[src/rtl/bilib_mem_pkg.sv]
// Shared definitions for the byte-memory library: requester-count bound,
// port-index type and round-robin pointer helper.
package bilib_mem_pkg;

  localparam int unsigned MAX_PORTS  = 8;
  localparam int unsigned PORT_IDX_W = 3;

  typedef logic [PORT_IDX_W-1:0] port_idx_t;

  // Next round-robin start position after idx, wrapping at ports.
  function automatic port_idx_t wrap_inc(input port_idx_t idx, input int unsigned ports);
    if (32'(idx) + 32'd1 >= ports) return '0;
    return port_idx_t'(idx + 1'b1);
  endfunction

endpackage

[src/rtl/byte_mem_arb_rr_arbiter.sv]
// Round-robin selector: first requester at or after ptr wins; outputs a
// one-hot grant plus the winner's index.
module RrArbiter
  import bilib_mem_pkg::*;
#(
  parameter int unsigned N = 2
) (
  input  logic [N-1:0] req,
  input  port_idx_t    ptr,
  output logic [N-1:0] grant,
  output port_idx_t    idx,
  output logic         found
);

  logic [2*N-1:0] dbl;
  logic [N-1:0]   rot;
  int unsigned    sum;

  // Rotate requests so that bit 0 corresponds to the pointer position.
  assign dbl = {req, req} >> ptr;
  assign rot = dbl[N-1:0];

  always_comb begin
    found = 1'b0;
    idx   = '0;
    sum   = 0;
    for (int unsigned i = 0; i < N; i++) begin
      if (!found && rot[i]) begin
        found = 1'b1;
        sum   = 32'(ptr) + i;
        if (sum >= N) sum = sum - N;
        idx   = port_idx_t'(sum);
      end
    end
    grant = found ? ({{(N-1){1'b0}}, 1'b1} << idx) : '0;
  end

endmodule

[src/rtl/byte_mem_arb.sv]
// Multi-requester arbiter in front of a single-port byte-masked memory:
// one registered command slot, round-robin grants, one-cycle response.
module byte_mem_arb
  import bilib_mem_pkg::*;
#(
  parameter int unsigned PORTS     = 2,
  parameter int unsigned DATA_BYTE = 4,
  parameter int unsigned ADDR_SIZE = 32
) (
  input  logic                          clk_i,
  input  logic                          rst_ni,
  input  logic [PORTS-1:0]              reqValid_i,
  output logic [PORTS-1:0]              reqReady_o,
  input  logic [PORTS-1:0]              reqIsWrite_i,
  input  logic [PORTS*DATA_BYTE-1:0]    reqMask_i,
  input  logic [PORTS*ADDR_SIZE-1:0]    reqAddr_i,
  input  logic [PORTS*DATA_BYTE*8-1:0]  reqData_i,
  output logic [PORTS-1:0]              rspValid_o,
  output logic [DATA_BYTE*8-1:0]        rspData_o,
  output logic                          memEnable_o,
  output logic                          memIsWrite_o,
  output logic [DATA_BYTE-1:0]          memMask_o,
  output logic [ADDR_SIZE-1:0]          memAddr_o,
  output logic [DATA_BYTE*8-1:0]        memData_o,
  input  logic [DATA_BYTE*8-1:0]        memReadData_i,
  input  logic                          memHold_i
);

  localparam int unsigned DW = DATA_BYTE * 8;

  if (PORTS < 2 || PORTS > MAX_PORTS) begin : g_bad_ports
    $error("byte_mem_arb: PORTS out of range");
  end

  logic                 cmd_valid;
  port_idx_t            owner;
  logic                 cmd_write;
  logic [DATA_BYTE-1:0] cmd_mask;
  logic [ADDR_SIZE-1:0] cmd_addr;
  logic [DW-1:0]        cmd_data;
  port_idx_t            rr_ptr;
  logic                 rsp_pend;
  port_idx_t            rsp_owner;

  logic                 issue;
  logic                 slot_free;
  logic [PORTS-1:0]     arb_req;
  logic [PORTS-1:0]     grant;
  port_idx_t            win;
  logic                 win_valid;

  logic                 sel_write;
  logic [DATA_BYTE-1:0] sel_mask;
  logic [ADDR_SIZE-1:0] sel_addr;
  logic [DW-1:0]        sel_data;

  assign issue     = cmd_valid & ~memHold_i;
  assign slot_free = ~cmd_valid | issue;
  assign arb_req   = slot_free ? reqValid_i : '0;

  RrArbiter #(.N(PORTS)) u_arb (
    .req   (arb_req),
    .ptr   (rr_ptr),
    .grant (grant),
    .idx   (win),
    .found (win_valid)
  );

  // Reset gates ready: with the slot cleared the arbiter alone would grant.
  assign reqReady_o = rst_ni ? grant : '0;

  always_comb begin
    sel_write = 1'b0;
    sel_mask  = '0;
    sel_addr  = '0;
    sel_data  = '0;
    for (int unsigned p = 0; p < PORTS; p++) begin
      if (grant[p]) begin
        sel_write = reqIsWrite_i[p];
        sel_mask  = reqMask_i[p*DATA_BYTE +: DATA_BYTE];
        sel_addr  = reqAddr_i[p*ADDR_SIZE +: ADDR_SIZE];
        sel_data  = reqData_i[p*DW +: DW];
      end
    end
  end

  always_ff @(posedge clk_i or negedge rst_ni) begin
    if (!rst_ni) begin
      cmd_valid <= 1'b0;
      owner     <= '0;
      cmd_write <= 1'b0;
      cmd_mask  <= '0;
      cmd_addr  <= '0;
      cmd_data  <= '0;
      rr_ptr    <= '0;
      rsp_pend  <= 1'b0;
      rsp_owner <= '0;
    end else begin
      // A grant only happens when the slot is free, so it may overwrite an issuing command.
      if (win_valid) begin
        cmd_valid <= 1'b1;
        owner     <= win;
        cmd_write <= sel_write;
        cmd_mask  <= sel_mask;
        cmd_addr  <= sel_addr;
        cmd_data  <= sel_data;
        rr_ptr    <= wrap_inc(win, PORTS);
      end else if (issue) begin
        cmd_valid <= 1'b0;
      end
      rsp_pend <= issue;
      if (issue) rsp_owner <= owner;
    end
  end

  assign memEnable_o  = cmd_valid;
  assign memIsWrite_o = cmd_write;
  assign memMask_o    = cmd_mask;
  assign memAddr_o    = cmd_addr;
  assign memData_o    = cmd_data;

  assign rspValid_o = rsp_pend ? ({{(PORTS-1){1'b0}}, 1'b1} << rsp_owner) : '0;
  assign rspData_o  = rsp_pend ? memReadData_i : '0;

endmodule

[config.mk]
export PLATFORM = sky130hd
export DESIGN_NAME = byte_mem_arb
export DESIGN_NICKNAME = d
export VERILOG_FILES = /design/src/rtl/bilib_mem_pkg.sv /design/src/rtl/byte_mem_arb_rr_arbiter.sv /design/src/rtl/byte_mem_arb.sv
export SDC_FILE = /design/constraint.sdc
export NUM_CORES = 1
export LEC_CHECK = 0
export ABC_AREA = 1
export BUFFER_PORTS_ARGS = -buffer_cell sky130_fd_sc_hd__buf_2
export CAP_MARGIN = 20
export CORE_MARGIN = 2
export CORE_UTILIZATION = 29
export CTS_CLUSTER_SIZE = 8
export DETAILED_ROUTE_END_ITERATION = 16
export PLACE_DENSITY = 0.69
export SYNTH_ARGS = -nofsm -noshare
export SYNTH_HDL_FRONTEND = slang
export SYNTH_SLANG_ARGS = --single-unit
[constraint.sdc]
create_clock -name clk_i -period 2.8 [get_ports clk_i]
set_input_delay 0 -clock clk_i [delete_from_list [all_inputs] [get_ports clk_i]]
set_output_delay 0 -clock clk_i [all_outputs]
set_load 0.005 [all_outputs]
==> results of run 1 <==
==> routing by layer <==
metal  global-route usage (%)  vias up
met5                        0        -
li1                         -     2548
met1                    22.12     2469
met2                    38.16      312
met3                    5.074       33
met4                    10.58        0
==> kinds of logic (layout without fill, tap and decap cells) <==
group	count (synthesis)	in the layout	share of synthesized area, %
AOI/OAI and AO/OA	8	8	1.036
adders and majority gates	7	7	2.133
buffers and inverters	87	500	8.900
DFF	80	80	48.77
other	0	3	0
and+or+nand+nor	363	363	39.16
==> synthesized netlist by cell type (4+ instances only) <==
cell        n  area [um2]
buf_2      19       95.09
clkbuf_1   12       45.04
dfrtp_1    80        2002
ha_1        7       87.58
inv_1      49       183.9
inv_2       5       18.77
nand2_1   201       754.5
nand3_1   144       720.7
nand3_2     4       40.04
nor2_1      5       18.77
o21ai_0     5       25.02
==> repair_timing <==
| item | CTS | global route |
|---|---|---|
| endpoints found under the setup margin | 0 | 37 |
| hold buffers | 140 | 0 |
| hold endpoints to repair | 113 | 0 |
==> power groups by stage <==
stage | clock, mW | sequential [mW] | combinational [mW]
after floorplan | 0 | 2.07 | 1.64
after global placement | 0 | 2.04 | 2.82
after detailed placement | 0 | 2.03 | 2.88
after CTS | 1.34 | 2.04 | 3.94
after global routing | 1.39 | 2.11 | 4.44
final | 1.31 | 2.05 | 4.02
==> flip-flops by register name (all words and copies together) (netlist names) <==
| signal | cells |
|---|---|
| memAddr_o | 32 |
| memData_o | 32 |
| memEnable_o | 1 |
| memIsWrite_o | 1 |
| memMask_o | 4 |
| owner | 3 |
| rr_ptr | 3 |
| rsp_owner | 3 |
| rsp_pend | 1 |
==> critical path, delay by kind of cell, from the launching register on <==
| family | cells | cell delay, ps |
|---|---|---|
| adders and majority gates | 1 | 300 |
| buffers and inverters | 4 | 1050 |
| DFF | 1 | 510 |
| and+or+nand+nor | 7 | 760 |
==> cell type report <==
cell class	instances	area, um2	area share [%]
multi-input cells	378	1738	23.53
well taps	180	225.2	3.049
repair buffers	430	2880	38.99
clock inverters	5	88.84	1.203
diodes	3	7.507	0.1016
clock buffers	11	242.7	3.286
flip-flops and latches	80	2002	27.10
inverters	54	202.7	2.744
==> how the worst max path moves through the flow <==
stage,start,endpoint
5_1_grt,rr_ptr[0],memData_o[14]
2_1_floorplan,rr_ptr[0],rr_ptr[0]
4_1_cts,rr_ptr[0],memData_o[14]
3_5_place_dp,rr_ptr[0],memData_o[14]
3_3_place_gp,rr_ptr[0],memData_o[14]
6_report,rr_ptr[0],memAddr_o[31]
==> placed cells by master (no fill, tap or decap), types with 2 or more instances in the layout <==
cell type / netlist / routed
nand3_2: 4 / 4
clkinv_4: 0 / 2
bufinv_16: 0 / 2
clkbuf_16: 0 / 9
nand4_1: 2 / 2
nand2_1: 201 / 201
buf_4: 0 / 11
o21ai_0: 5 / 5
nand3_1: 144 / 144
a21oi_1: 2 / 2
dlygate4sd3_1: 0 / 140
inv_1: 49 / 49
buf_2: 19 / 279
dfrtp_1: 80 / 80
ha_1: 7 / 7
nor2_1: 5 / 5
nor2_4: 2 / 2
diode_2: 0 / 3
inv_2: 5 / 5
==> impl_metrics.csv, run 1 <==
group,metric,value,unit
cts,cts-root-buf,"clkbuf_16",
critical_path,worstPathArrival,2960,ps
placed_design,place_worst_setup_slack,679.2,ps
cts,postCtsSetupRepairBufs,0,
critical_path,reg2reg_slack,110,ps
sta,holdWs,129.4,ps
sta,rsz0062_at_grt,"yes",
global_route,grt_pass1_wl,24440,um
route,wl_met2,8385,um
floorplan,die_y,123.0,um
floorplan,fp-row-count,43,
global_route,grt_max_degree,44,
sta,skew,7.398,ps
pwr,cellInternalPower,4.604,mW
synthesis,synth_area_per_cell,7.532,um2
pwr,powerDensity,997.7,mW/mm2
critical_path,cpMostUsedCell,"nand3_1",
cells_and_area,fillers,1262,
global_route,grt_pass1_vias,5263,
pwr,swShare,37.53,%
pwr,comb_power_share,54.5,%
synthesis,syn-instance-count,545,
pwr,p_sw,2.766,mW
route,highest_layer,"met4",
route,wire_per_inst,14.36,um
global_route,antenna_found_initial,3,
sta,fin_setup_tns,0,ps
route,wirelength,16390,um
cells_and_area,fin_util,53.22,%
cells_and_area,area_growth,79.95,%
sta,period_share,95.94,%
critical_path,cp.required,3070,ps
route,drtIter0Drc,267,
pwr,ir_drop,0.4472,mV
cells_and_area,drive_gt1_share,33.30,%
critical_path,critPathLaunchType,"register",
synthesis,netlist_area,0.004105,mm2
global_route,overflow,0,
critical_path,slowest_delay,560,ps
sta,period_minus_slack,2686,ps
placed_design,finalWeightedCongestion,0.7998,
route,drc,0,
min_path,min_path_cells,4,
run,drv_cap,0,
synthesis,synth_edf_count,0,
cts,cts.sinks,80,
critical_path,cp_max_fo,33,
cts,insertion_delay,330,ps
pwr,p_total,7.370,mW
synthesis,synthArstFlopShare,100.0,%
cts,cts_buffers,9,
critical_path,path_cells,"inv_2 > ha_1 > inv_1 > nand3_1 > nand2_1 > nand3_2 > nand2_1 > nor2_4 > buf_4 > nand3_1 > nand3_1 > dlygate4sd3_1",
cts,path_clk_slew,70,ps
cts,htreeDepth,3,
sta,setup_ws,113.6,ps
floorplan,die_w,123.0,um
sta,final_max_slew_viol_count,0,
sta,worst_pin_slew,540.8,ps
placed_design,placed_cells,982,
floorplan,initial_core_util,29.57,%
route,avgViaCountPerCell,4.699,
placed_design,io_buffer_count,280,
route,dr.pass1.iters,5,
synthesis,synth.distinct_cells,21,
sta,hold_violations,0,
critical_path,reg2reg_depth,12,
placed_design,post_dp_cell_area,0.005647,mm2
synthesis,ys_warn_count,0,
run_status,status,"completed",
critical_path,timing.rr.start,"rr_ptr[0]",
route,met3_length,1533,um
placed_design,dp_hpwl,10270,um
min_path,hold_path_end,"owner[0]",
synthesis,ys_seq_area_share,48.77,%
min_path,hp-class,"in2reg",
synthesis,ys_ff_latch,80,
sta,slew_headroom,63.95,%
critical_path,r2r_end,"memAddr_o[31]",
floorplan,fp.coreArea,0.01388,mm2
pwr,total_leakage_power,4.180,nW
sta,max_freq,0.3722,GHz
pwr,clkPwrFrac,17.7,%
critical_path,end_kind,"register",
floorplan,die_area,0.01512,mm2
cts,cts_tree,"built",
critical_path,cp_slowest_cell,"dlygate4sd3_1",
floorplan,io_pins,281,
cts,cts_buffer_depth,2,
cells_and_area,stdcell_area,0.007387,mm2
route,vias,5362,
sta,setup_viol,0,
synthesis,syn_nets,727,
synthesis,synth_top_flop_cell,"dfrtp_1",
min_path,min_from,"reqValid_i[0]",
cts,ctsResizeCount,0,
pwr,seq_power_share,27.8,%
cells_and_area,nets,1135,
critical_path,worstSetupPathType,"reg2reg",
cells_and_area,stdcell_count,1141,
global_route,track_usage,20.83,%
route,ant_nets,0,
route,wl_met1,5917,um
Note: power is estimated with default switching activity, not from simulation.
==> run 2: changes to the inputs <==
- CORE_AREA: not set -> 2 2 108 110
- CORE_MARGIN: 2 -> not set
- CORE_UTILIZATION: 29 -> not set
- DIE_AREA: not set -> 0 0 110 112
- PLACE_DENSITY: 0.69 -> 0.82
- SETUP_SLACK_MARGIN: not set -> 0.5
==> run 2 against run 1 <==
Critical path depth did not move; count of clock-buffer cells in the layout fell by 1; sequential share of layout area barely moved; wire length rose by 14%; register-to-register slack improved by 590 ps; clock power barely moved; maximum frequency rose by 28%; global-route usage rose by 9.5 points; core utilization rose by 13 points; critical path type unchanged; largest power group unchanged.
==> impl_metrics.csv, run 2 (synthesis results as in run 1) <==
group,metric,value,unit
pwr,total_leakage_power,4.171,nW
global_route,grt_max_degree,50,
sta,setup_ws,700.3,ps
critical_path,cp.required,3070,ps
sta,slew_headroom,58.89,%
global_route,track_usage,30.32,%
route,wire_per_inst,16.89,um
cts,insertion_delay,340,ps
floorplan,die_area,0.01232,mm2
floorplan,fp.coreArea,0.01117,mm2
cts,path_clk_slew,60,ps
placed_design,io_buffer_count,280,
cts,cts_tree,"built",
cts,htreeDepth,3,
sta,hold_violations,0,
min_path,hp-class,"in2reg",
global_route,grt_pass1_wl,28810,um
placed_design,place_worst_setup_slack,729.4,ps
sta,period_share,74.99,%
cells_and_area,stdcell_count,1105,
route,dr.pass1.iters,6,
critical_path,reg2reg_slack,700,ps
cells_and_area,area_growth,80.31,%
placed_design,dp_hpwl,9980,um
sta,rsz0062_at_grt,"no",
global_route,overflow,0,
pwr,p_total,6.616,mW
cells_and_area,fillers,863,
cts,cts.sinks,80,
cts,cts-root-buf,"clkbuf_16",
sta,worst_pin_slew,616.6,ps
cells_and_area,nets,1138,
global_route,grt_pass1_vias,5659,
critical_path,critPathLaunchType,"register",
cells_and_area,mostFrequentLayoutCell,"buf_2",
global_route,antenna_found_initial,2,
route,drc,0,
sta,final_max_slew_viol_count,0,
cells_and_area,fin_util,66.24,%
sta,fin_setup_tns,0,ps
floorplan,initial_core_util,36.74,%
pwr,ir_drop,0.5178,mV
sta,max_freq,0.4763,GHz
placed_design,post_dp_cell_area,0.005605,mm2
critical_path,worstPathArrival,2360,ps
cells_and_area,stdcell_area,0.007402,mm2
route,drtIter0Drc,558,
floorplan,die_y,112,um
cells_and_area,drive_gt1_share,33.96,%
placed_design,finalWeightedCongestion,0.8973,
cts,cts_buffer_depth,2,
run,drv_cap,0,
floorplan,die_w,110,um
placed_design,placed_cells,944,
cells_and_area,final_cell_mix,"buf_2 (279), nand2_1 (200), nand3_1 (144)",
route,vias,5676,
critical_path,end_kind,"register",
run_status,status,"completed",
route,wirelength,18660,um
critical_path,cp_max_fo,40,
critical_path,worstSetupPathType,"reg2reg",
sta,skew,7.569,ps
sta,setup_viol,0,
floorplan,fp-row-count,39,
cts,cts_buffers,9,
pwr,powerDensity,893.8,mW/mm2
floorplan,io_pins,281,
sta,holdWs,84.67,ps
route,ant_nets,0,
sta,period_minus_slack,2100,ps
route,avgViaCountPerCell,5.137,
-- run 2: changes by cell type in the layout (fill, tap and decap cells not counted), moves of 2 or more --
| cell | change |
|---|---|
| clkinv_4 | -2 |
| buf_12 | +2 |
| clkinv_2 | +2 |
| dfrtp_2 | +2 |
| buf_4 | -2 |
| dfrtp_1 | -2 |
| buf_6 | +2 |
-- run 2: area by class of cell --
class                           count  area (um2)  share of cell area [%]
Multi-Input combinational cell    378        1740                   23.51
Inverter                           54       202.7                   2.738
Antenna cell                        2       5.005                 0.06761
Sequential cell                    80        2004                   27.08
Tap cell                          143       178.9                   2.417
Timing Repair Buffer              433        2953                   39.89
Clock inverter                      5       78.83                   1.065
Clock buffer                       10       239.0                   3.229
-- run 2: power breakdown --
group | total, mW | internal (mW) | switching [mW] | leakage [nW]
Clock | 1.28 | 0.801 | 0.480 | 0.159
Combinational | 3.26 | 1.34 | 1.92 | 3.03
Sequential | 2.07 | 1.73 | 0.342 | 0.979
-- run 2: path summary, 6_finish.rpt --
| path | to | start | cells after the start |
|---|---|---|---|
| max | memAddr_o[29] | rr_ptr[0] | 12 |
| min | owner[0] | reqValid_i[0] | 4 |
| max reg2reg | memAddr_o[29] | rr_ptr[0] | 12 |
| min reg2reg | owner[0] | owner[0] | 2 |
| max in group asynchronous | memData_o[25] | rst_ni | 3 |
| min in group asynchronous | memAddr_o[19] | rst_ni | 2 |
-- run 2: worst max-delay path, stage by stage, from the launching register on --
cell     delay [ps]
dfrtp_2         450
inv_2            80
ha_1            150
nand2_1          80
nand2_1          90
nand2_1          60
nand4_1         150
nand2_4         110
nor2_4          160
buf_4           130
buf_6           280
nand3_1         160
nand3_1         120
-- run 2: what timing repair did --
item | in CTS | in global routing
buffers inserted | 0 | 3
setup endpoints to repair | 1 | 43
pin swaps | 0 | 1
hold buffers | 140 | 0
gates cloned | 0 | 1
gates resized for setup | 1 | 8
hold endpoints to repair | 103 | 0
-- run 2: per-layer routing --
layer	vias up	track usage [%]	share of wire (%)
met2	467	48.83	47
met3	97	9.426	12
li1	2552	-	-
met4	0	18.57	5.3
met5	-	0	0
met1	2560	34.62	36
